<file path="config.mk">
export PLATFORM = sky130hd
export DESIGN_NAME = universal_shift_reg
export DESIGN_NICKNAME = d
export VERILOG_FILES = /design/src/rtl/universal_shift_reg.sv
export SDC_FILE = /design/constraint.sdc
export NUM_CORES = 1
export LEC_CHECK = 0
export CAP_MARGIN = 10
export CORE_AREA = 2 2 47 49
export DETAILED_ROUTE_END_ITERATION = 10
export DIE_AREA = 0 0 49 51
export PLACE_DENSITY = 0.78
export SETUP_SLACK_MARGIN = 0.4
export SYNTH_ARGS = -nofsm -noshare
export SYNTH_HDL_FRONTEND = slang
export SYNTH_SLANG_ARGS = --single-unit
</file>
<file path="constraint.sdc">
create_clock -name clk -period 1.6 [get_ports clk]
set_input_delay 0.32 -clock clk [delete_from_list [all_inputs] [get_ports clk]]
set_output_delay 0.32 -clock clk [all_outputs]
set_load 0.02 [all_outputs]
</file>
<file path="src/rtl/universal_shift_reg.sv">
// ----------------------------------------------------------------------------
// universal_shift_reg
//
// Purpose:
//   WIDTH-bit universal shift register. Supports shift left/right with serial
//   fill, rotate left/right, and parallel load. A move counter (bit_cnt)
//   tracks the shift/rotate operations since the last load or reset, modulo
//   WIDTH. frame_done pulses for one cycle after the move that completes a
//   full frame of WIDTH moves.
//
// Ports:
//   clk          in   single clock, all state on rising edge
//   rst          in   synchronous active-high reset (beats every mode)
//   en           in   clock enable; en=0 holds shift_reg and bit_cnt
//   mode[2:0]    in   000 hold, 001 shl, 010 shr, 011 rol, 100 ror,
//                     101 load, 110/111 reserved (hold)
//   serial_in_l  in   bit entering bit 0 on shift left
//   serial_in_r  in   bit entering bit WIDTH-1 on shift right
//   par_in       in   parallel load data
//   shift_reg    out  registered contents
//   serial_out_l out  shift_reg[WIDTH-1]
//   serial_out_r out  shift_reg[0]
//   bit_cnt      out  moves since last load/reset, modulo WIDTH
//   frame_done   out  registered one-cycle pulse after the wrapping move
//
// Handshake: there is no valid/ready pair; every rising edge with en=1
// consumes mode and data inputs, and results appear on the outputs after
// that edge.
// ----------------------------------------------------------------------------
module universal_shift_reg #(
  parameter int WIDTH = 8,
  parameter int CNT_W = $clog2(WIDTH)
) (
  input  logic             clk,
  input  logic             rst,
  input  logic             en,
  input  logic [2:0]       mode,
  input  logic             serial_in_l,
  input  logic             serial_in_r,
  input  logic [WIDTH-1:0] par_in,
  output logic [WIDTH-1:0] shift_reg,
  output logic             serial_out_l,
  output logic             serial_out_r,
  output logic [CNT_W-1:0] bit_cnt,
  output logic             frame_done
);

  localparam logic [2:0] MODE_HOLD = 3'b000;
  localparam logic [2:0] MODE_SHL  = 3'b001;
  localparam logic [2:0] MODE_SHR  = 3'b010;
  localparam logic [2:0] MODE_ROL  = 3'b011;
  localparam logic [2:0] MODE_ROR  = 3'b100;
  localparam logic [2:0] MODE_LOAD = 3'b101;

  localparam logic [CNT_W-1:0] CNT_LAST = CNT_W'(WIDTH - 1);

  logic [WIDTH-1:0] r_shift;
  logic [CNT_W-1:0] r_cnt;
  logic             r_done;

  logic [WIDTH-1:0] w_moved;
  logic             w_move;
  logic             w_load;
  logic             w_wrap;

  // Data path for the four move operations; other modes keep the contents.
  always_comb begin
    w_moved = r_shift;
    w_move  = 1'b0;
    case (mode)
      MODE_SHL: begin
        w_moved = {r_shift[WIDTH-2:0], serial_in_l};
        w_move  = 1'b1;
      end
      MODE_SHR: begin
        w_moved = {serial_in_r, r_shift[WIDTH-1:1]};
        w_move  = 1'b1;
      end
      MODE_ROL: begin
        w_moved = {r_shift[WIDTH-2:0], r_shift[WIDTH-1]};
        w_move  = 1'b1;
      end
      MODE_ROR: begin
        w_moved = {r_shift[0], r_shift[WIDTH-1:1]};
        w_move  = 1'b1;
      end
      default: begin
        w_moved = r_shift;
        w_move  = 1'b0;
      end
    endcase
  end

  assign w_load = (mode == MODE_LOAD);
  // Compare against WIDTH-1 rather than relying on natural overflow so that
  // non-power-of-two widths still wrap every WIDTH moves.
  assign w_wrap = (r_cnt == CNT_LAST);

  always_ff @(posedge clk) begin
    if (rst) begin
      r_shift <= '0;
      r_cnt   <= '0;
      r_done  <= 1'b0;
    end else if (en && w_load) begin
      r_shift <= par_in;
      r_cnt   <= '0;
      r_done  <= 1'b0;
    end else if (en && w_move) begin
      r_shift <= w_moved;
      r_cnt   <= w_wrap ? '0 : r_cnt + CNT_W'(1);
      r_done  <= w_wrap;
    end else begin
      // Hold, reserved modes and en=0: contents and count stay, pulse ends.
      r_done  <= 1'b0;
    end
  end

  // MODE_HOLD is covered by the default branches above.
  logic w_unused_hold;
  assign w_unused_hold = (mode == MODE_HOLD);

  assign shift_reg    = r_shift;
  assign serial_out_l = r_shift[WIDTH-1];
  assign serial_out_r = r_shift[0];
  assign bit_cnt      = r_cnt;
  assign frame_done   = r_done;

endmodule

</file>
==> results by group, run 1 <==
Synthesis
  – Post-synthesis register bit count: 12
  – Seq/Total Area, Yosys: 0.3232
  – Post-Synthesis Cells: slightly above 90
  – Syn_nets: between 100 and 150
  – Syn. warnings: 0
  – Count of cell types in the netlist: 32
  – Syn_area_per_cell: a little over 8 µm²
  – Mapped Area: 743.2 µm²

Worst setup path
  – Worst setup path class: reg2reg
  – Slowest CP cell: dfxtp_4
  – CP endpoint kind: flip-flop
  – Req. time, crit path: 1820 ps
  – Worst path arrival time: between 1000 and 1500 ps
  – Worst setup SP type: flip-flop
  – Worst-path maximum fanout: 3
  – Delay-heaviest family, CP: adder cells
  – Slowest Stage Delay on Critical Path: roughly 350 ps
  – Ordered list of cells on the worst path: ha_2 > ha_1 > or3_1 > a21oi_1
  – Crit path buffers/inverters: 0

Clock network
  – Clock slew at reported path FFs: ~80 ps
  – H-tree Lvls: 1
  – Skew-Pair Late Insertion Delay: around 280 ps
  – CTS Buffer Depth: 2
  – Root Driver: clkbuf_4
  – Cts hold-fix bufs: 0
  – CTS tree: done
  – CTS Buf Count: 3
  – Clk sinks: 12

Route
  – Post-DRT Antenna Nets: 0
  – Vias/cell: around 5.3
  – Met3 Routed Length: about 95 µm
  – DR WL met2: around 1.1 mm
  – WL per Instance: approximately 14 µm
  – Wire length on met1: 893 µm
  – Overall routed net length: 2.166 mm
  – Initial DRC Count: 16
  – DRT Pass-1 Iters: 4
  – Drt drc: 0
  – Via Count: about 840
  – Uppermost layer routed: met4

Place
  – IO buf count: 29
  – DPL Wire Length: 1.498 mm
  – GP Congestion: 0.7767
  – Placed Area: ~1100 µm²
  – Placed Cells incl. Taps: about 150

STA
  – Layout Skew: ~13 ps
  – Unrepaired setup endpoints after global routing: true
  – # setup viols final: 0
  – Hold slack: between 400 and 500 ps
  – Rel. slew slack: 0.8285
  – Final number of hold-violating endpoints: 0
  – Post-layout min period: 1245 ps
  – Final slew viol count: 0
  – Least-Margin Pin Slew: ~260 ps
  – Fmax achieved: ~0.8 GHz
  – Final period util: 0.7781

Die
  – Die footprint: around 2500 µm²
  – FP Rows: 17
  – Ports: 30
  – Starting Density: 0.3602
  – Die Ht: roughly 51 µm
  – Core ar.: roughly 2100 µm²
  – Chip width: between 40 and 50 µm

Final layout
  – Post-Layout Inst Area: around 1200 µm²
  – Max FFs per register: 8
  – Non-filler cells, final: 157
  – Most frequent cells in the layout: buf_2 (15), o22ai_1 (12), buf_4 (12), clkdlybuf4s50_1 (11)
  – Final net count: between 100 and 150
  – Layout overhead on the synthesized area: 59.09%
  – Antenna diodes: 0
  – Layout cells sized above 1: 0.4264
  – Most common cell after layout, fill and taps aside: buf_2

Outcome
  – Status: completed

Power
  – Overall Power: roughly 0.00080 W
  – PwrDens: slightly below 700 nW/µm²
  – Leakage: around 0.51 nW
  – VDD IR max: between 400 and 500 µV

GRT
  – Number of global-route vias before repair: ~820
  – Global Route Usage Sum: 0.1822
  – GR Overflow Total: 0
  – First-pass GRT wire length: ~3.5 mm
  – Antenna violations before repair: 0
  – Largest net degree at the start of global routing: 12

Flow run
  – Max Cap Viol: 0

Hold path
  – Class of the worst hold path: in2reg
==> worst reg2reg max path: cells and delay by family, from the launching register on <==
kind,cells,cell delay (ps)
fa+ha+maj,2,360
flops,1,350
simple gates,1,350
compound gates,1,110
==> final timing paths <==
kind | from | endpoint | slack, ps | cells after the start
worst min register to register | bit_cnt[1] | bit_cnt[1] | 530 | 2
worst max register to register | bit_cnt[0] | bit_cnt[0] | 360 | 4
worst min-delay path | en | shift_reg[3] | 450 | 3
worst max-delay path | bit_cnt[0] | bit_cnt[0] | 360 | 4
==> repair_timing <==
action	CTS	global route
pin swaps	5	3
gates cloned	1	0
setup endpoints to repair	26	14
endpoints found under the hold margin	0	0
setup buffers	3	1
resized for setup	72	21
==> Yosys cell counts (all sizes together) <==
cell / instances / area (µm²)
a211oi: 7 / 57.55
a21o: 1 / 7.510
a21oi: 8 / 43.79
a221oi: 1 / 8.760
and2b: 1 / 7.510
buf: 8 / 56.30
clkbuf: 1 / 3.750
dfxtp: 12 / 240.2
ha: 2 / 25.02
inv: 5 / 18.77
mux2i: 2 / 20.02
nand2: 5 / 18.77
nand2b: 4 / 25.02
nand3: 2 / 15.01
nand3b: 1 / 7.510
nor2: 5 / 18.77
nor2b: 1 / 6.260
nor3: 3 / 15.01
o21ai: 3 / 18.77
o221ai: 1 / 8.760
o22ai: 12 / 75.07
o31ai: 1 / 7.510
o32ai: 1 / 8.760
or2b: 1 / 7.510
or3: 2 / 12.51
or3b: 1 / 8.760
==> final cells by class <==
| type | count | area [µm²] |
|---|---|---|
| fillers | 193 | 880.8 |
| inverters | 5 | 18.77 |
| multi-input cells | 65 | 498.0 |
| flip-flops and latches | 12 | 252.7 |
| well taps | 28 | 35.03 |
| repair buffers | 43 | 351.6 |
| clock buffers | 4 | 26.28 |
==> stage by stage <==
step	TNS (ps)	util	worst slack, ps
final	0	0.5731	355.1
after global routing	0	0.5731	323.2
after CTS	0	0.5561	342.7
after detailed placement	-3359	0.5343	-315.9
after global placement	-2510	0.5343	-241.1
after floorplan	0	-	378.4
==> where the power goes <==
group | switching [W] | internal [W] | total [W] | leakage (nW)
clock | 0.000105 | 0.0000967 | 0.000202 | 0.0150
combinational | 0.000129 | 0.000134 | 0.000263 | 0.394
sequential | 0.0000206 | 0.000318 | 0.000339 | 0.101
==> cell families after synthesis <==
| logic type | after synthesis | synth area share |
|---|---|---|
| mux | 2 | 0.02694 |
| compound gates | 35 | 0.3182 |
| simple gates | 26 | 0.1919 |
| fa+ha+maj | 2 | 0.03366 |
| buf+inv | 14 | 0.1061 |
| flops | 12 | 0.3232 |
==> routing by layer <==
layer  GRT usage  up-vias
li1            -      412
met1      0.1949      387
met2      0.3425       29
met3     0.02047        7
met4      0.1143        0
met5           0        -
Power figures use the tool's default switching activity.
==> run 2, diff against run 1 <==
Clock period 1.6 ns to 1.2 ns, I/O delays scaled along.
==> results by group, run 2 (same netlist as run 1, synthesis figures left out) <==
Power
  – Comb power frac: 0.386
  – VDD IR max: around 700 µV
  – Leakage: around 0.65 nW
  – Switching pwr: between 0.0004 and 0.0005 W
  – Cell-internal power: between 0.0008 and 0.0009 W
  – PwrDens: roughly 840 nW/µm²
  – Clk pwr share: 0.271
  – Sequential group share of total power: 0.343
  – Sw frac: 0.3234

Outcome
  – Failing checks: setup timing
  – Status: finished with violations

STA
  – Final number of hold-violating endpoints: 0
  – Unrepaired setup endpoints after global routing: true
  – Final WS setup: -13.08 ps
  – # setup viols final: 2
  – Layout Skew: approximately 1.6 ps
  – Least-Margin Pin Slew: about 280 ps
  – Setup TNS: -18.42 ps
  – Post-layout min period: about 1200 ps
  – Final slew viol count: 0
  – Rel. slew slack: 0.8117
  – Final period util: 1.011
  – Fmax achieved: 0.8243 GHz

Worst setup path
  – Flop-to-flop setup slack: -10 ps
  – Slowest CP cell: or3_4
  – Worst setup path start: bit_cnt[1]
  – Req. time, crit path: between 1000 and 1500 ps
  – Ordered list of cells on the worst path: ha_4 > ha_4 > or3_4 > a21oi_2
  – Worst R2R Path Depth: 4
  – Crit path to: bit_cnt[0]
  – Worst setup path class: reg2reg
  – Crit path buffers/inverters: 0
  – CP endpoint kind: flip-flop
  – Slowest Stage Delay on Critical Path: 370 ps
  – R2R Path Start: bit_cnt[1]
  – Delay-heaviest family, CP: simple AND/OR/NAND/NOR gates
  – R2R Path End: bit_cnt[0]
  – Most used cell, CP: ha_4
  – Crit path depth: 4
  – Worst path arrival time: ~1400 ps
  – Worst-path maximum fanout: 2
  – Worst setup SP type: flip-flop

GRT
  – Antenna violations before repair: 0
  – Global Route Usage Sum: 0.2003
  – GR Overflow Total: 0
  – Number of global-route vias before repair: 891
  – First-pass GRT wire length: between 3 and 4 mm
  – Largest net degree at the start of global routing: 10

Flow run
  – Max Cap Viol: 0

Place
  – IO buf count: 29
  – GP Congestion: just under 0.8
  – Pre-CTS WS: -577.8 ps
  – DPL Wire Length: approximately 1.5 mm

Route
  – Vias/cell: roughly 5.4
  – Via Count: between 900 and 1000
  – DRT Pass-1 Iters: 4
  – Drt drc: 0
  – WL per Instance: between 15 and 20 µm
  – Post-DRT Antenna Nets: 0
  – Overall routed net length: 2.817 mm
  – Initial DRC Count: 33

Final layout
  – Most frequent cells in the layout: buf_4 (25), buf_6 (22), clkdlybuf4s50_1 (11), dfxtp_2 (9)
  – Layout cells sized above 1: 0.6735
  – Max FFs per register: 8
  – Final net count: around 170
  – Layout overhead on the synthesized area: 108.2%
  – Antenna diodes: 0
  – Most common cell after layout, fill and taps aside: buf_4
  – Fill cell count: about 140
  – Final core utilization: 0.7502

Die
  – Chip width: just under 50 µm
  – Starting Density: 0.3602
  – Die footprint: approximately 2500 µm²
  – Ports: 30
  – FP Rows: 17
  – Core ar.: around 2100 µm²
  – Die Ht: approximately 51 µm

Clock network
  – CTS Buffer Depth: 2
  – Skew-Pair Late Insertion Delay: a little under 300 ps
  – Clock slew at reported path FFs: 90 ps
  – H-tree Lvls: 1
  – CTS Buf Count: 3
  – CTS tree: done
  – Root Driver: clkbuf_4
  – Clk sinks: 12

Hold path
  – Class of the worst hold path: in2reg
[run 2: cell count changes in the layout (fill, tap and decap cells not counted), moves of 3 or more]
cell / before / now
dfxtp_2: 4 / 9
o22ai_1: 12 / 6
buf_6: 1 / 22
a21oi_1: 6 / 3
buf_2: 15 / 2
buf_4: 12 / 25
a21oi_2: 1 / 4
dfxtp_1: 6 / 0
o22ai_2: 0 / 6
[run 2: power groups by stage]
stage / clock, W / sequential [W] / combinational (W)
2_1_floorplan: 0 / 0.000485 / 0.000149
3_3_place_gp: 0 / 0.000448 / 0.000353
3_5_place_dp: 0 / 0.000450 / 0.000359
4_1_cts: 0.000340 / 0.000447 / 0.000417
5_1_grt: 0.000380 / 0.000451 / 0.000535
6_report: 0.000355 / 0.000448 / 0.000505
[run 2: through the flow]
stage / cells / cell area (µm²) / total power [W] / hold slack (ps)
final: 175 / 1548 / 0.001307 / 420.7
after global routing: 175 / 1548 / 0.001367 / 424.7
after CTS: 172 / 1386 / 0.001204 / 483.2
after detailed placement: 158 / 1189 / 0.0008091 / 493.3
after global placement: 158 / 1189 / 0.0008011 / 481.8
after floorplan: 91 / 788.3 / 0.0006346 / 443.8
[run 2: worst register-to-register path, stage by stage (launching register included)]
cell,delay (ps)
dfxtp_4,360
ha_4,160
ha_4,150
or3_4,370
a21oi_2,120
[run 2: area by class of cell]
type	count	area [µm²]	area share
Sequential cell	12	262.8	0.1698
Timing Repair Buffer	61	570.5	0.3686
Multi-Input combinational cell	65	624.3	0.4034
Clock buffer	4	36.28	0.02344
Tap cell	28	35.03	0.02264
Inverter	5	18.77	0.01213
[run 2: worst min path at each step]
stage / start / to / cells after the start
floorplan: par_in[7] / shift_reg[7] / 2
global placement: bit_cnt[0] / bit_cnt[0] / 2
detailed placement: bit_cnt[0] / bit_cnt[0] / 2
CTS: mode[2] / frame_done / 6
global route: en / shift_reg[0] / 5
finish: en / shift_reg[0] / 5
[run 2: routing by layer]
layer,part of all wire,vias up,global-route usage
met5,0,-,0
met4,0.036,0,0.02857
met3,0.051,14,0.03801
met2,0.53,39,0.3881
met1,0.38,450,0.2320
li1,-,450,-
[run 2: what timing repair did]
action | in CTS | in global routing
pin swaps | 11 | 14
resized for setup | 120 | 35
gates cloned | 1 | 0
setup endpoints to repair | 26 | 26
setup buffers | 9 | 3
hold buffers | 0 | 0
